==> src/rtl/leaf_acc_pkg.sv <==
// Shared types, widths and the saturating clamp for the multi-core leaf accumulator.
// Leaf-value and class-id widths are codebase-wide constants, so they live here.
package leaf_acc_pkg;

    localparam int unsigned LEAF_VALUES_NUM_BITS = 8;
    localparam int unsigned CLASS_ID_NUM_BITS    = 3;
    localparam int unsigned ACC_MAX_WIDTH        = 64;

    typedef enum logic [1:0] {
        START,
        ACCUM,
        OUTPUT
    } leaf_acc_state_t;

    // Widest signed accumulator word; per-instance accumulators are truncated views of it.
    typedef logic signed [ACC_MAX_WIDTH-1:0] leaf_acc_word_t;

    function automatic leaf_acc_word_t sat_clamp(input leaf_acc_word_t wide,
                                                 input int unsigned    acc_width);
        leaf_acc_word_t hi;
        leaf_acc_word_t lo;
        hi = (leaf_acc_word_t'(1) <<< (acc_width - 1)) - leaf_acc_word_t'(1);
        lo = -hi - leaf_acc_word_t'(1);
        if (wide > hi) begin
            return hi;
        end else if (wide < lo) begin
            return lo;
        end
        return wide;
    endfunction

endpackage

==> src/rtl/leaf_class_adder.sv <==
// Combinational per-class adder: sums the accepted leaf values of all cores into each class lane
// and flags any accepted beat whose class id has no lane.
module leaf_class_adder
    import leaf_acc_pkg::*;
#(
    parameter int unsigned NUM_CORES   = 4,
    parameter int unsigned NUM_CLASSES = 4,
    parameter int unsigned SUM_W       = LEAF_VALUES_NUM_BITS + 3
) (
    input  logic [NUM_CORES-1:0]                           accepted,
    input  logic [NUM_CORES-1:0][LEAF_VALUES_NUM_BITS-1:0] leaf_values,
    input  logic [NUM_CORES-1:0][CLASS_ID_NUM_BITS-1:0]    class_ids,
    output logic [NUM_CLASSES-1:0][SUM_W-1:0]              class_sums,
    output logic                                           bad_class
);

    always_comb begin
        class_sums = '0;
        bad_class  = 1'b0;
        for (int unsigned i = 0; i < NUM_CORES; i++) begin
            if (accepted[i]) begin
                if (32'(class_ids[i]) >= NUM_CLASSES) begin
                    bad_class = 1'b1;
                end
                for (int unsigned c = 0; c < NUM_CLASSES; c++) begin
                    if (32'(class_ids[i]) == c) begin
                        class_sums[c] = class_sums[c] + SUM_W'($signed(leaf_values[i]));
                    end
                end
            end
        end
    end

endmodule

==> src/rtl/multi_core_leaf_accumulator.sv <==
// Collects per-core leaf-value beats, sums them into saturating per-class accumulators and
// emits one result vector per query once every enabled core has sent its last beat.
module multi_core_leaf_accumulator
    import leaf_acc_pkg::*;
#(
    parameter int unsigned NUM_CORES   = 4,
    parameter int unsigned NUM_CLASSES = 4,
    parameter int unsigned ACC_WIDTH   = LEAF_VALUES_NUM_BITS + 8,
    parameter int unsigned QID_WIDTH   = 8
) (
    input  logic                                           clk,
    input  logic                                           rst,
    input  logic [NUM_CORES-1:0]                           core_enable,
    input  logic [NUM_CORES-1:0]                           s_valid,
    output logic [NUM_CORES-1:0]                           s_ready,
    input  logic [NUM_CORES-1:0]                           s_last,
    input  logic [NUM_CORES-1:0][LEAF_VALUES_NUM_BITS-1:0] s_leaf_values,
    input  logic [NUM_CORES-1:0][CLASS_ID_NUM_BITS-1:0]    s_class_ids,
    output logic                                           m_valid,
    input  logic                                           m_ready,
    output logic [NUM_CLASSES-1:0][ACC_WIDTH-1:0]          m_class_sums,
    output logic [QID_WIDTH-1:0]                           m_query_id,
    output logic                                           m_overflow,
    output logic                                           m_bad_class
);

    localparam int unsigned PART_W = LEAF_VALUES_NUM_BITS + $clog2(NUM_CORES + 1);
    localparam int unsigned WIDE_W = ACC_WIDTH + $clog2(NUM_CORES + 1);

    leaf_acc_state_t                      state_q;
    leaf_acc_state_t                      state_d;
    logic [NUM_CORES-1:0]                 en_q;
    logic [NUM_CORES-1:0]                 done_q;
    logic [NUM_CLASSES-1:0][ACC_WIDTH-1:0] acc_q;
    logic [NUM_CLASSES-1:0][ACC_WIDTH-1:0] acc_d;
    logic                                 ovf_q;
    logic                                 bad_q;
    logic [QID_WIDTH-1:0]                 qid_q;

    logic [NUM_CORES-1:0]                 accepted;
    logic [NUM_CORES-1:0]                 last_hit;
    logic                                 all_done;
    logic [NUM_CLASSES-1:0][PART_W-1:0]   partial;
    logic                                 bad_hit;
    logic                                 ovf_hit;
    logic signed [WIDE_W-1:0]             wide;
    leaf_acc_word_t                       clamped;

    always_comb begin
        s_ready = '0;
        if (state_q == ACCUM) begin
            s_ready = en_q & ~done_q;
        end
    end

    assign accepted = s_valid & s_ready;
    assign last_hit = accepted & s_last;
    // Cores finishing in this very cycle count as done so their final beats share the exit cycle.
    assign all_done = ((done_q | last_hit) & en_q) == en_q;

    leaf_class_adder #(
        .NUM_CORES   (NUM_CORES),
        .NUM_CLASSES (NUM_CLASSES),
        .SUM_W       (PART_W)
    ) u_class_adder (
        .accepted    (accepted),
        .leaf_values (s_leaf_values),
        .class_ids   (s_class_ids),
        .class_sums  (partial),
        .bad_class   (bad_hit)
    );

    always_comb begin
        acc_d   = acc_q;
        ovf_hit = 1'b0;
        wide    = '0;
        clamped = '0;
        for (int unsigned c = 0; c < NUM_CLASSES; c++) begin
            wide     = WIDE_W'($signed(acc_q[c])) + WIDE_W'($signed(partial[c]));
            clamped  = sat_clamp(leaf_acc_word_t'(wide), ACC_WIDTH);
            acc_d[c] = clamped[ACC_WIDTH-1:0];
            if (clamped != leaf_acc_word_t'(wide)) begin
                ovf_hit = 1'b1;
            end
        end
    end

    always_comb begin
        state_d = state_q;
        case (state_q)
            START:   if (core_enable != '0) state_d = ACCUM;
            ACCUM:   if (all_done)          state_d = OUTPUT;
            OUTPUT:  if (m_ready)           state_d = START;
            default: state_d = START;
        endcase
    end

    always_ff @(posedge clk or negedge rst) begin
        if (!rst) begin
            state_q <= START;
            en_q    <= '0;
            done_q  <= '0;
            acc_q   <= '0;
            ovf_q   <= 1'b0;
            bad_q   <= 1'b0;
            qid_q   <= '0;
        end else begin
            state_q <= state_d;
            case (state_q)
                START: begin
                    en_q   <= core_enable;
                    done_q <= '0;
                    acc_q  <= '0;
                    ovf_q  <= 1'b0;
                    bad_q  <= 1'b0;
                end
                ACCUM: begin
                    acc_q  <= acc_d;
                    done_q <= done_q | last_hit;
                    ovf_q  <= ovf_q | ovf_hit;
                    bad_q  <= bad_q | bad_hit;
                end
                OUTPUT: begin
                    if (m_ready) begin
                        qid_q <= qid_q + 1'b1;
                    end
                end
                default: ;
            endcase
        end
    end

    assign m_valid      = (state_q == OUTPUT);
    assign m_class_sums = acc_q;
    assign m_query_id   = qid_q;
    assign m_overflow   = ovf_q;
    assign m_bad_class  = bad_q;

endmodule

==> config.mk <==
export PLATFORM = sky130hd
export DESIGN_NAME = multi_core_leaf_accumulator
export DESIGN_NICKNAME = d
export VERILOG_FILES = /design/src/rtl/leaf_acc_pkg.sv /design/src/rtl/leaf_class_adder.sv /design/src/rtl/multi_core_leaf_accumulator.sv
export SDC_FILE = /design/constraint.sdc
export NUM_CORES = 1
export LEC_CHECK = 0
export ABC_AREA = 1
export CAP_MARGIN = 0
export CORE_ASPECT_RATIO = 0.6
export CORE_UTILIZATION = 60
export CTS_BUF_LIST = sky130_fd_sc_hd__clkbuf_16
export DETAILED_ROUTE_END_ITERATION = 10
export PLACE_DENSITY = 0.79
export SYNTH_ARGS = -nofsm -noshare
export SYNTH_HDL_FRONTEND = slang
export SYNTH_SLANG_ARGS = --single-unit
==> constraint.sdc <==
create_clock -name clk -period 19.2 [get_ports clk]
set_input_delay 3.84 -clock clk [delete_from_list [all_inputs] [get_ports clk]]
set_output_delay 3.84 -clock clk [all_outputs]
set_load 0.005 [all_outputs]
# Word level (Yosys, flattened, before mapping)
# Index checks and enable logic that the tools add are counted.
dict set report word_totals {
  regBits 84
  word_cells 139
  input_bits 59
  output_inout_bits 79
}
dict set report classes {
  n_reduce_logical 9
  muxes 61
  eq_ne 22
  addsub 17
  n_lt_le_gt_ge 12
  n_bitwise 8
}
# operator count
set ops {}
lappend ops {{$mux 64} 12}
lappend ops {{$ne 64x17->1} 4}
lappend ops {{$mux 11} 16}
lappend ops {{$mux 44} 4}
lappend ops {{$add 11x11->11} 12}
lappend ops {{$pmux 64 s2} 1}
lappend ops {{$add 16x11->17} 4}
lappend ops {{$gt 17x16->1 const B} 4}
lappend ops {{$lt 17x16->1 const B} 4}
lappend ops {{$eq 3x2->1 const B} 8}
lappend ops {{$mux 1} 20}
lappend ops {{$and 4x4->4} 4}
lappend ops {{$eq 3x1->1 const B} 4}
lappend ops {{$ge 3x3->1 const B} 4}
lappend ops {{$logic_not 3->1} 4}
lappend ops {{$add 8x1->8 const B} 1}
lappend ops {{$pmux 4 s2} 1}
lappend ops {{$mux 2} 3}
lappend ops {{$pmux 2 s3} 1}
lappend ops {{$eq 4x4->1} 1}
lappend ops {{$mux 4} 1}
lappend ops {{$ne 2x2->1 const B} 2}
lappend ops {{$not 4->4} 1}
lappend ops {{$or 4x4->4} 1}
lappend ops {{10 further kinds} 12}

# Longest topological paths before layout
# Gate-level depths: netlist of run 1.
dict set report logic_depth {
  depth_word 26
  depth_mapped 53
  ltp_nobuf 52
}

# Modules after synthesis
# From an unflattened synthesis of run 1, not the netlist that was laid out.
dict set report hier_totals {
  hier_cells 2207
  area_unflattened_um2 13808.2
}
# mod area_per_inst_um2 seq_area_each_um2 cells_each instances
set modules_own_cells {}
lappend modules_own_cells {leaf_class_adder 6993.0 0.0 1265 1}
lappend modules_own_cells {multi_core_leaf_accumulator 6815.3 2102.0 942 1}

# Least setup slack after synthesis of run 1
# Ideal clock, no wire load.
dict set report synth_path {
  path_type {input to register}
  from {input s_class_ids[1] (netlist bit)}
  to {register acc_q (netlist bit m_class_sums[59])}
  n_path_buf 1
  required_time_ns 19.077
  t_arrival_ns 9.758
  path_slack_ns 9.319
  cell_stages 43
  setup_ns 0.123
  path_cell_list {inv_1 nor3_1 inv_1 nor2_1 ha_1 inv_1 fa_1 inv_1 a31oi_1 o21ai_0 xor2_1 mux2i_1 ha_1 nand2_1 nor3_1 nand3_1 nand4_1 xor2_1 [7 not listed] nand4_1 or2_2 nand2_1 xor2_1 ha_1 nand2_1 inv_1 nand2_1 nand2_1 a21oi_1 nand2_1 nand2_1 nand2_1 nand2_1 nand2_1 clkbuf_1 o21ai_0 nand2_1}
}
dict set report synth_between {
  elab_chain_len 18
  elab_cells_between_ends 20
  classes_between {add/sub (4); order compare (2); eq/ne (1); mux (13)}
}
# item line
set synth_rtl {}
lappend synth_rtl {{from (decl)} multi_core_leaf_accumulator.sv:18} ;# input logic [NUM_CORES-1:0][CLASS_ID_NUM_BITS-1:0] s_class_ids,
lappend synth_rtl {{$eq 3x2->1 (*)} leaf_class_adder.sv:26} ;# if (32'(class_ids[i]) == c) begin
lappend synth_rtl {{$mux 11 (*)} leaf_class_adder.sv:26}
lappend synth_rtl {{$mux 44 (*)} leaf_class_adder.sv:21} ;# if (accepted[i]) begin
lappend synth_rtl {{$add 11x11->11} leaf_class_adder.sv:27} ;# class_sums[c] = class_sums[c] + SUM_W'($signed(leaf_values[i]));
lappend synth_rtl {{$mux 11} leaf_class_adder.sv:26}
lappend synth_rtl {{$mux 44 (*)} leaf_class_adder.sv:21}
lappend synth_rtl {{$add 11x11->11} leaf_class_adder.sv:27}
lappend synth_rtl {{$mux 11} leaf_class_adder.sv:26}
lappend synth_rtl {{[2 not listed]} n/a}
lappend synth_rtl {{$mux 11} leaf_class_adder.sv:26}
lappend synth_rtl {{$mux 44 (*)} leaf_class_adder.sv:21}
lappend synth_rtl {{$add 16x11->17 (*)} multi_core_leaf_accumulator.sv:79} ;# wide = WIDE_W'($signed(acc_q[c])) + WIDE_W'($signed(partial[c]));
lappend synth_rtl {{$lt 17x16->1} leaf_acc_pkg.sv:26} ;# end else if (wide < lo) begin
lappend synth_rtl {{$mux 1} leaf_acc_pkg.sv:26}
lappend synth_rtl {{$mux 1} leaf_acc_pkg.sv:24} ;# if (wide > hi) begin
lappend synth_rtl {{$mux 64 (*)} leaf_acc_pkg.sv:29} ;# return wide;
lappend synth_rtl {{$pmux 64 s2 (*)} multi_core_leaf_accumulator.sv:109} ;# case (state_q)
lappend synth_rtl {{to (signal assigned)} multi_core_leaf_accumulator.sv:103} ;# acc_q <= '0;
lappend synth_rtl {{to (signal assigned)} multi_core_leaf_accumulator.sv:113} ;# acc_q <= '0;
lappend synth_rtl {{to (signal assigned)} multi_core_leaf_accumulator.sv:118} ;# acc_q <= acc_d;
lappend synth_rtl {{to (decl)} multi_core_leaf_accumulator.sv:34} ;# logic [NUM_CLASSES-1:0][ACC_WIDTH-1:0] acc_q;
# Every way passes the cells marked *; elsewhere a longest branch is shown, timed or not.
# A chain may end at the register's enable or synchronous reset.

# Worst setup path in the final report of run 1
dict set report layout_path {
  from {input s_class_ids[1] (netlist bit)}
  to {register ovf_q (netlist: m_overflow)}
}
dict set report layout_between {
  elab_chain_len 24
  elab_cells_between_ends 74
  classes_between {add/sub (16); order compare (8); eq/ne (7); mux (41); bitwise (1); reduce/logical (1)}
}
# item line
set layout_rtl {}
lappend layout_rtl {{$logic_not 3->1} leaf_class_adder.sv:26}
lappend layout_rtl {{$mux 11} leaf_class_adder.sv:26}
lappend layout_rtl {{$mux 44 (*)} leaf_class_adder.sv:21}
lappend layout_rtl {{$add 11x11->11} leaf_class_adder.sv:27}
lappend layout_rtl {{$mux 11} leaf_class_adder.sv:26}
lappend layout_rtl {{$mux 44 (*)} leaf_class_adder.sv:21}
lappend layout_rtl {{$add 11x11->11} leaf_class_adder.sv:27}
lappend layout_rtl {{$mux 11} leaf_class_adder.sv:26}
lappend layout_rtl {{[6 not listed]} n/a}
lappend layout_rtl {{$mux 1} leaf_acc_pkg.sv:26}
lappend layout_rtl {{$mux 1} leaf_acc_pkg.sv:24}
lappend layout_rtl {{$mux 64} leaf_acc_pkg.sv:29}
lappend layout_rtl {{$ne 64x17->1} multi_core_leaf_accumulator.sv:82} ;# if (clamped != leaf_acc_word_t'(wide)) begin
lappend layout_rtl {{$mux 1 (3 in series)} multi_core_leaf_accumulator.sv:82}
lappend layout_rtl {{$mux 1 (*)} multi_core_leaf_accumulator.sv:82}
lappend layout_rtl {{$or 1x1->1 (*)} multi_core_leaf_accumulator.sv:120} ;# ovf_q <= ovf_q | ovf_hit;
lappend layout_rtl {{$pmux 1 s2 (*)} multi_core_leaf_accumulator.sv:109}
lappend layout_rtl {{to (signal assigned)} multi_core_leaf_accumulator.sv:120}
lappend layout_rtl {{to (decl)} multi_core_leaf_accumulator.sv:36} ;# logic ovf_q;
# Marks and branches as above.

==> out/metrics.cfg, run 1 <==
[outcome]
status = completed

[critical_path]
path_class = input pin to flip-flop
critPathSlowestCell = nor3_1
critPathMaxStageDelay_ns = 0.55
critPathRequiredTime_ns = 19.45
cp_common_cell = nand2_1
startpoint_type = input pin
path_max_fanout = 11
end_kind = flip-flop
worstPathArrival_ns = 11.73

[floorplanning]
core_area_mm2 = 0.0224
die_h_um = 120
die_x_um = 199
die-area_mm2 = 0.0238
ios = 138
initial_core_util = 0.621
num_rows = 42

[clock_network]
post_cts_hold_buffer_count = 0
clk_pin_slew_worst_paths_ns = 0.07
cts_num_sinks = 84
cts_setup_buffers = 0
cts_tree = built
htree_num_levels = 3
cts_buffer_depth = 2
root_buffer = clkbuf_16
clkLatencyLatePin_ns = 0.36
ctsResizeCount = 0
cts_buffers = 9

[final_layout]
antenna_cells = 0
nFillCells = 1937
layout_common_cells = nand2_1, inv_1, ha_1
final_common_cell = nand2_1
drive_gt1_frac = 0.0378
area_growth_pct = 13.8
layout.nets = 2612

[job]
drv_cap = 0

[global_route]
grt_pass1_vias = 13900
grt_overflow_total = 0
grt_max_degree = 68
grt_usage = 0.363
antenna_found_initial = 1
grt_pass1_wl_um = 68600

[power_and_ir_drop]
leakage_uw = 0.00895
power.density_mw_per_mm2 = 85.0
vdd_ir_drop_max_v = 0.0000714
finalPower_uw = 1340

[sta]
max_freq_mhz = 87.1
finalSetupViolations = 0
min_period_ns = 11.48
tns_ns = 0
slew_headroom = 0.269
hold_violations = 0
fin_skew_ns = 0.00983
post-route-period-util = 0.598
drv_slew = 0
rsz0062_at_grt = no
worstMarginPinSlew_ns = 1.09

[logic_synthesis]
ys.warnings.count = 0
ys.flop_type = dfrtp_1
synth.distinct_cells = 57
syn_area_per_cell_um2 = 6.24
yosysSeqAreaShare = 0.151
ys_seq_elements = 84
syn-num-nets = 2491
synthesis.area_mm2 = 0.0139
synth_edf_count = 0
synth_async_sr_flop_share = 1.00
syn_inst = 2227

[place]
dp_hpwl_um = 34700
gp_congestion = 1.08
port_buffers = 137

[drt]
vias = 15100
drtPass1Iterations = 6
viasPerCell = 5.68
ant_nets = 0
wl_um = 42200
drcViolationCount = 0
drt_iter0_drc = 1387
wl_per_cell_um = 15.9

[hold_path]
hp-class = flip-flop to flip-flop

==> cell usage after synthesis, types with 11 or more instances <==
master	instances	area (µm²)
nor3_1	28	140
or2_2	18	113
o21bai_1	14	105
o21ai_1	30	150
a31oi_1	19	119
nand3_1	113	566
fa_1	16	320
ha_1	189	2360
nand3b_1	11	82.6
nand4_1	22	138
xor2_1	65	569
inv_1	301	1130
xnor2_1	41	359
a21oi_1	167	836
nand2_1	717	2690
clkbuf_1	15	56.3
dfrtp_1	84	2100
o21ai_0	135	676
nor2_1	116	435
==> report_power, final <==
part           internal, µW  leakage [µW]  switching, µW
logic                   342       0.00774            499
clock network           100      0.000139           79.2
registers               250       0.00108           74.5
total                   692       0.00895            652
==> stage by stage <==
step                      hold WS (ns)  setup slack [ns]  instance area [µm²]  cells  utilization
after floorplan                  0.468              9.32                13900   2227            -
after global routing             0.491              6.78                15800   2661        0.707
final                            0.474              7.72                15800   2661        0.707
after global placement           0.459              7.79                15500   2645        0.694
after detailed placement         0.462              7.56                15500   2645        0.694
after CTS                        0.475              7.88                15800   2661        0.707
==> cells by family after synthesis <==
kind of cell | after synthesis | synth area share
DFF | 84 | 0.151
muxes | 3 | 0.00225
xor gates and xnor gates | 106 | 0.0668
AOI/OAI and AO/OA | 421 | 0.168
buffers and inverters | 345 | 0.0966
and+or+nand+nor | 1063 | 0.322
adders and majority gates | 205 | 0.193
==> per-layer routing <==
metal,part of all wire,vias to the layer above,global-route usage,wire length (µm)
li1,-,7527,-,-
met1,0.46,6867,0.518,19300
met2,0.41,667,0.546,17200
met3,0.11,64,0.0927,4770
met4,0.022,0,0.0808,922
met5,0,-,0,0
==> sequential cells by signal (all words and copies together) (netlist names) <==
name / count
en_q: 4
m_query_id: 8
m_bad_class: 1
m_class_sums: 64
state_q: 2
m_overflow: 1
done_q: 4
==> worst paths after layout <==
check / depth (start not counted) / from / slack, ns / end
setup / recovery: 46 / s_class_ids[1] / 7.72 / m_overflow$_DFFE_PN0P_
hold / removal: 1 / m_query_id[7]$_DFFE_PN0P_ / 0.47 / m_query_id[7]$_DFFE_PN0P_
setup reg to reg: 48 / state_q[1]$_DFFE_PN0P_ / 10.97 / m_overflow$_DFFE_PN0P_
hold reg to reg: 1 / m_query_id[7]$_DFFE_PN0P_ / 0.47 / m_query_id[7]$_DFFE_PN0P_
max in group asynchronous: 2 / rst / 14.68 / state_q[1]$_DFFE_PN0P_
min in group asynchronous: 1 / rst / 3.35 / m_class_sums[25]$_DFFE_PN0P_
==> cell type report <==
class                   instances  area [µm²]  share of cell area
flip-flops and latches         84        2100               0.133
multi-input cells            1798       10500               0.661
inverters                     315        1190              0.0750
clock buffers                   9         225              0.0142
clock inverters                 7        67.6             0.00427
repair buffers                140        1390              0.0880
well taps                     308         385              0.0244
==> worst max-delay path, delay by kind of cell <==
kind                       cells  cell delay [ns]
buffers and inverters         11             1.49
and+or+nand+nor               24             3.22
xor gates and xnor gates       2             0.62
adders and majority gates      5             1.75
AOI/OAI and AO/OA              4             0.78
(Power assumes the default switching activity.)
==> run 2: changes to the inputs <==
Settings changed: CORE_UTILIZATION 60 to 54, PLACE_DENSITY 0.79 to 0.75.
Clock period 19.2 ns to 9.6 ns, I/O delays scaled along.
==> out/metrics.cfg, run 2 (synthesis results as in run 1) <==
[final_layout]
final-instance-count-excl-fill = 2688  ; +1.0%
layout.nets = 2618  ; +0.23%
antenna_cells = 0  ; unchanged
nFillCells = 2375  ; +23%
layout_common_cells = nand2_1, inv_1, ha_1
area_growth_pct = 14.8
largest_reg_flops = 64  ; unchanged
final_common_cell = nand2_1
drive_gt1_frac = 0.0475  ; +0.00965
final_core_util = 0.631  ; -0.0752

[drt]
viasPerCell = 5.53  ; -2.7%
drtPass1Iterations = 7  ; +1
ant_nets = 0  ; unchanged
wl_um = 41700  ; -1.1%
drt_iter0_drc = 1170  ; -16%
vias = 14900  ; -1.7%
drcViolationCount = 0  ; unchanged
wl_per_cell_um = 15.5  ; -2.1%

[global_route]
antenna_found_initial = 0  ; -1
grt_pass1_vias = 13500  ; -2.6%
grt_overflow_total = 0  ; unchanged
grt_pass1_wl_um = 67400  ; -1.9%
grt_usage = 0.316  ; -0.0468
grt_max_degree = 73  ; +7.4%

[floorplanning]
ios = 138  ; unchanged
initial_core_util = 0.550  ; -0.0711
core_area_mm2 = 0.0253  ; +13%
die-area_mm2 = 0.0264  ; +11%
die_x_um = 209  ; +5.4%
die_h_um = 126  ; +5.3%
num_rows = 45  ; +7.1%

[critical_path]
path_class = input pin to flip-flop
critPathRequiredTime_ns = 9.84  ; -9.61 ns
rrSetupSlack_ns = 1.73  ; -9.24 ns
startpoint_type = input pin
worstPathArrival_ns = 9.19  ; -2.54 ns
cp_common_cell = nand2_1
critPathSlowestCell = clkdlybuf4s50_1
critPathMaxStageDelay_ns = 0.48  ; -0.07 ns
end_kind = flip-flop
path_max_fanout = 7  ; -4

[clock_network]
cts_num_sinks = 84  ; unchanged
htree_num_levels = 3  ; unchanged
root_buffer = clkbuf_16
clkLatencyLatePin_ns = 0.35  ; about the same
post_cts_hold_buffer_count = 0  ; unchanged
cts_tree = built
clk_pin_slew_worst_paths_ns = 0.06  ; about the same
cts_buffers = 9  ; unchanged
cts_buffer_depth = 2  ; unchanged

[sta]
finalSetupViolations = 0  ; unchanged
fin_skew_ns = 0.00862  ; -0.00121 ns
hold_violations = 0  ; unchanged
slew_headroom = 0.337  ; +0.0683
setup_slack_ns = 0.652  ; -7.07 ns
drv_slew = 0  ; unchanged
min_period_ns = 8.95
worstMarginPinSlew_ns = 0.994  ; -0.0991 ns
max_freq_mhz = 112
post-route-period-util = 0.932
tns_ns = 0  ; unchanged

[place]
gp_congestion = 1.01  ; -6.9%
port_buffers = 137  ; unchanged
dpl.cell_count = 2670  ; +0.95%
dp_slack_ns = -0.143  ; -7.70 ns
dp_hpwl_um = 34000  ; -1.8%

[hold_path]
hp-class = flip-flop to flip-flop

[power_and_ir_drop]
leakage_uw = 0.00895  ; about the same
power.density_mw_per_mm2 = 168  ; +98%
vdd_ir_drop_max_v = 0.000123  ; +72%
finalPower_uw = 2680  ; +100%

[job]
drv_cap = 0  ; unchanged

[outcome]
status = completed

-- run 2: report_power, final --
| group | leakage (µW) | switching, µW | total (µW) | internal (µW) |
|---|---|---|---|---|
| sequential | 0.00108 | 141 | 641 | 500 |
| combinational | 0.00775 | 1010 | 1710 | 701 |
| clock | 0.000129 | 157 | 331 | 174 |
-- run 2: routing by layer --
metal  GRT usage  up-vias  part of all wire
met5           0        -                 0
met4      0.0489        0             0.014
met3      0.0547       43             0.075
met2       0.487      491              0.41
met1       0.467     6779              0.50
li1            -     7549                 -
-- run 2: cell type report --
type	count	area (µm²)	area share
Clock buffer	9	225	0.0141
Clock inverter	7	45.0	0.00282
Inverter	315	1190	0.0748
Multi-Input combinational cell	1798	10500	0.661
Sequential cell	84	2100	0.132
Tap cell	329	412	0.0258
Timing Repair Buffer	144	1420	0.0890
Timing Repair inverter	2	15.0	0.000941
-- run 2: stage by stage --
stage | hold slack, ns | area (µm²)
3_3_place_gp | 0.464 | 15600
5_1_grt | 0.529 | 16000
4_1_cts | 0.504 | 15900
6_report | 0.497 | 16000
2_1_floorplan | 0.468 | 13900
3_5_place_dp | 0.493 | 15600
-- run 2: critical path, delay by kind of cell --
family / cells / cell delay [ns]
compound gates: 5 / 0.95
simple gates: 32 / 3.97
buf+inv: 3 / 0.62
fa+ha+maj: 5 / 1.75
-- run 2: path summary, 6_finish.rpt --
kind                       depth (start not counted)                      endpoint                       from
hold / removal                                     1     m_query_id[7]$_DFFE_PN0P_  m_query_id[7]$_DFFE_PN0P_
max in group asynchronous                          2        state_q[1]$_DFFE_PN0P_                        rst
hold reg to reg                                    1     m_query_id[7]$_DFFE_PN0P_  m_query_id[7]$_DFFE_PN0P_
setup / recovery                                  45        m_overflow$_DFFE_PN0P_             s_class_ids[2]
min in group asynchronous                          1  m_class_sums[25]$_DFFE_PN0P_                        rst
setup reg to reg                                  48        m_overflow$_DFFE_PN0P_     state_q[1]$_DFFE_PN0P_
-- run 2: timing repair --
action                                  4_1_cts  5_1_grt
hold endpoints to repair                      0        0
buffers inserted                              0        0
gates resized for setup                       0       23
endpoints found under the setup margin        0       31
==> run 3: changes to the inputs <==
Settings changed: MAX_ROUTING_LAYER set to met4, REMOVE_ABC_BUFFERS set to 1.
==> out/metrics.cfg, run 3 (synthesis results as in run 1) <==
[outcome]
status = completed

[critical_path]
path_max_fanout = 7  ; unchanged
critPathMaxStageDelay_ns = 0.49  ; about the same
startpoint_type = input pin
cp.buffers_inverters = 7  ; +4
critPathSlowestCell = clkdlybuf4s50_1
critPathRequiredTime_ns = 9.84  ; about the same
critPathTopFamily = simple AND/OR/NAND/NOR gates
path_class = input pin to flip-flop
cp_common_cell = nand2_1
worstPathArrival_ns = 9.23  ; +0.04 ns
end_kind = flip-flop

[sta]
slew_headroom = 0.195  ; -0.142
rsz0062_at_grt = yes
worstMarginPinSlew_ns = 1.20  ; +0.209 ns
min_period_ns = 8.99  ; +0.0413 ns
holdWs_ns = 0.479  ; -0.0173 ns
finalSetupViolations = 0  ; unchanged
post-route-period-util = 0.936  ; +0.00430
drv_slew = 0  ; unchanged
max_freq_mhz = 111  ; -0.46%
hold_violations = 0  ; unchanged
fin_skew_ns = 0.00890  ; +0.000275 ns

[global_route]
antenna_found_initial = 0  ; unchanged
grt_overflow_total = 0  ; unchanged
grt_pass1_vias = 13600  ; +0.80%
use_met3 = 0.0451  ; -0.00966
top_usage_layer = met2
grt_usage = 0.338  ; +0.0216
grt_use_met2 = 0.501  ; +0.0141
grt_util_met1 = 0.487  ; +0.0203
grt_pass1_wl_um = 69400  ; +3.1%
grt_max_degree = 71  ; -2.7%

[final_layout]
layout_common_cells = nand2_1, inv_1, ha_1
final-instance-count-excl-fill = 2689  ; +0.037%
antenna_cells = 0  ; unchanged
largest_reg_flops = 64  ; unchanged
fin_area_mm2 = 0.0160  ; +0.23%
layout.nets = 2619  ; +0.038%
area_growth_pct = 15.1
final_common_cell = nand2_1
drive_gt1_frac = 0.0449  ; -0.00256

[clock_network]
cts_buffers = 9  ; unchanged
post_cts_hold_buffer_count = 0  ; unchanged
clk_pin_slew_worst_paths_ns = 0.07  ; about the same
clkLatencyLatePin_ns = 0.36  ; about the same
htree_num_levels = 3  ; unchanged
cts_num_sinks = 84  ; unchanged
cts_buffer_depth = 2  ; unchanged
cts_setup_buffers = 0  ; unchanged
root_buffer = clkbuf_16
cts_tree = built

[power_and_ir_drop]
p_switching_uw = 1320  ; +1.1%
p_seq_frac = 0.230  ; -0.009
p_comb_frac = 0.618  ; -0.020
power.density_mw_per_mm2 = 174  ; +3.4%
vdd_ir_drop_max_v = 0.000149  ; +21%
p_int_uw = 1460  ; +6.0%
clock_power_share = 0.151  ; +0.028
leakage_uw = 0.00900  ; +0.53%
switching_share = 0.476  ; -0.0119

[floorplanning]
num_rows = 45  ; unchanged
core_area_mm2 = 0.0253  ; unchanged
ios = 138  ; unchanged
die-area_mm2 = 0.0264  ; unchanged
die_x_um = 209  ; unchanged
initial_core_util = 0.550  ; unchanged
die_h_um = 126  ; unchanged

[drt]
drtPass1Iterations = 6  ; -1
viasPerCell = 5.52  ; -0.15%
wl_per_cell_um = 16.1  ; +3.5%
drt_iter0_drc = 1315  ; +12%
wl_um = 43200  ; +3.5%
vias = 14800  ; -0.11%
ant_nets = 0  ; unchanged
drcViolationCount = 0  ; unchanged

[place]
dpl.cell_count = 2671  ; +0.037%
gp_congestion = 1.08  ; +7.0%
postPlaceCellArea_mm2 = 0.0156  ; about the same
port_buffers = 137  ; unchanged
dp_hpwl_um = 35300  ; +3.8%

[job]
drv_cap = 0  ; unchanged

[hold_path]
hp-class = flip-flop to flip-flop

==> run 3: through the flow <==
stage	setup TNS (ns)	utilization	total power [µW]	setup WS, ns
floorplan	0	-	1650	1.62
global placement	0	0.617	2260	0.238
detailed placement	0	0.617	2300	0.0399
CTS	0	0.630	2740	0.358
global route	-0.170	0.633	3020	-0.0454
finish	0	0.633	2780	0.610
==> run 3: worst paths after layout <==
path,slack (ns),endpoint,from,cells past startpoint
hold / removal,0.48,m_query_id[7]$_DFFE_PN0P_,m_query_id[7]$_DFFE_PN0P_,1
setup / recovery,0.61,m_class_sums[33]$_DFFE_PN0P_,s_class_ids[2],42
min in group asynchronous,1.40,m_class_sums[28]$_DFFE_PN0P_,rst,1
hold reg to reg,0.48,m_query_id[7]$_DFFE_PN0P_,m_query_id[7]$_DFFE_PN0P_,1
max in group asynchronous,6.97,state_q[1]$_DFFE_PN0P_,rst,2
setup reg to reg,1.75,m_class_sums[22]$_DFFE_PN0P_,state_q[1]$_DFFE_PN0P_,46
==> run 3: power by group through the flow <==
stage	Combinational, µW	Clock [µW]	Sequential [µW]
finish	1720	421	641
global route	1920	442	656
CTS	1670	428	638
detailed placement	1660	0	642
global placement	1620	0	639
floorplan	1020	0	623
==> run 3: repair_timing <==
action | CTS | global route
setup endpoints to repair | 0 | 29
gates resized for setup | 0 | 16
endpoints found under the hold margin | 0 | 0
==> run 3: routing by layer <==
metal,up-vias,share of wire
li1,7552,-
met1,6763,0.50
met2,474,0.41
met3,56,0.072
met4,0,0.015
met5,-,0
==> run 3: area by class of cell <==
| cell class | instances | area [µm²] |
|---|---|---|
| Tap cell | 329 | 412 |
| Multi-Input combinational cell | 1798 | 10500 |
| Timing Repair inverter | 2 | 15.0 |
| Timing Repair Buffer | 145 | 1430 |
| Sequential cell | 84 | 2100 |
| Inverter | 315 | 1190 |
| Clock inverter | 7 | 123 |
| Fill cell | 2373 | 9280 |
| Clock buffer | 9 | 225 |
==> run 3: worst register-to-register path, delay by kind of cell (launching register included) <==
kind | cells | cell delay, ns
buffers and inverters | 5 | 0.75
AO/OA/AOI/OAI | 6 | 1.18
adder cells (fa/ha/maj) | 5 | 1.78
AND/OR/NAND/NOR | 29 | 3.53
XOR/XNOR | 1 | 0.16
flip-flops | 1 | 0.42
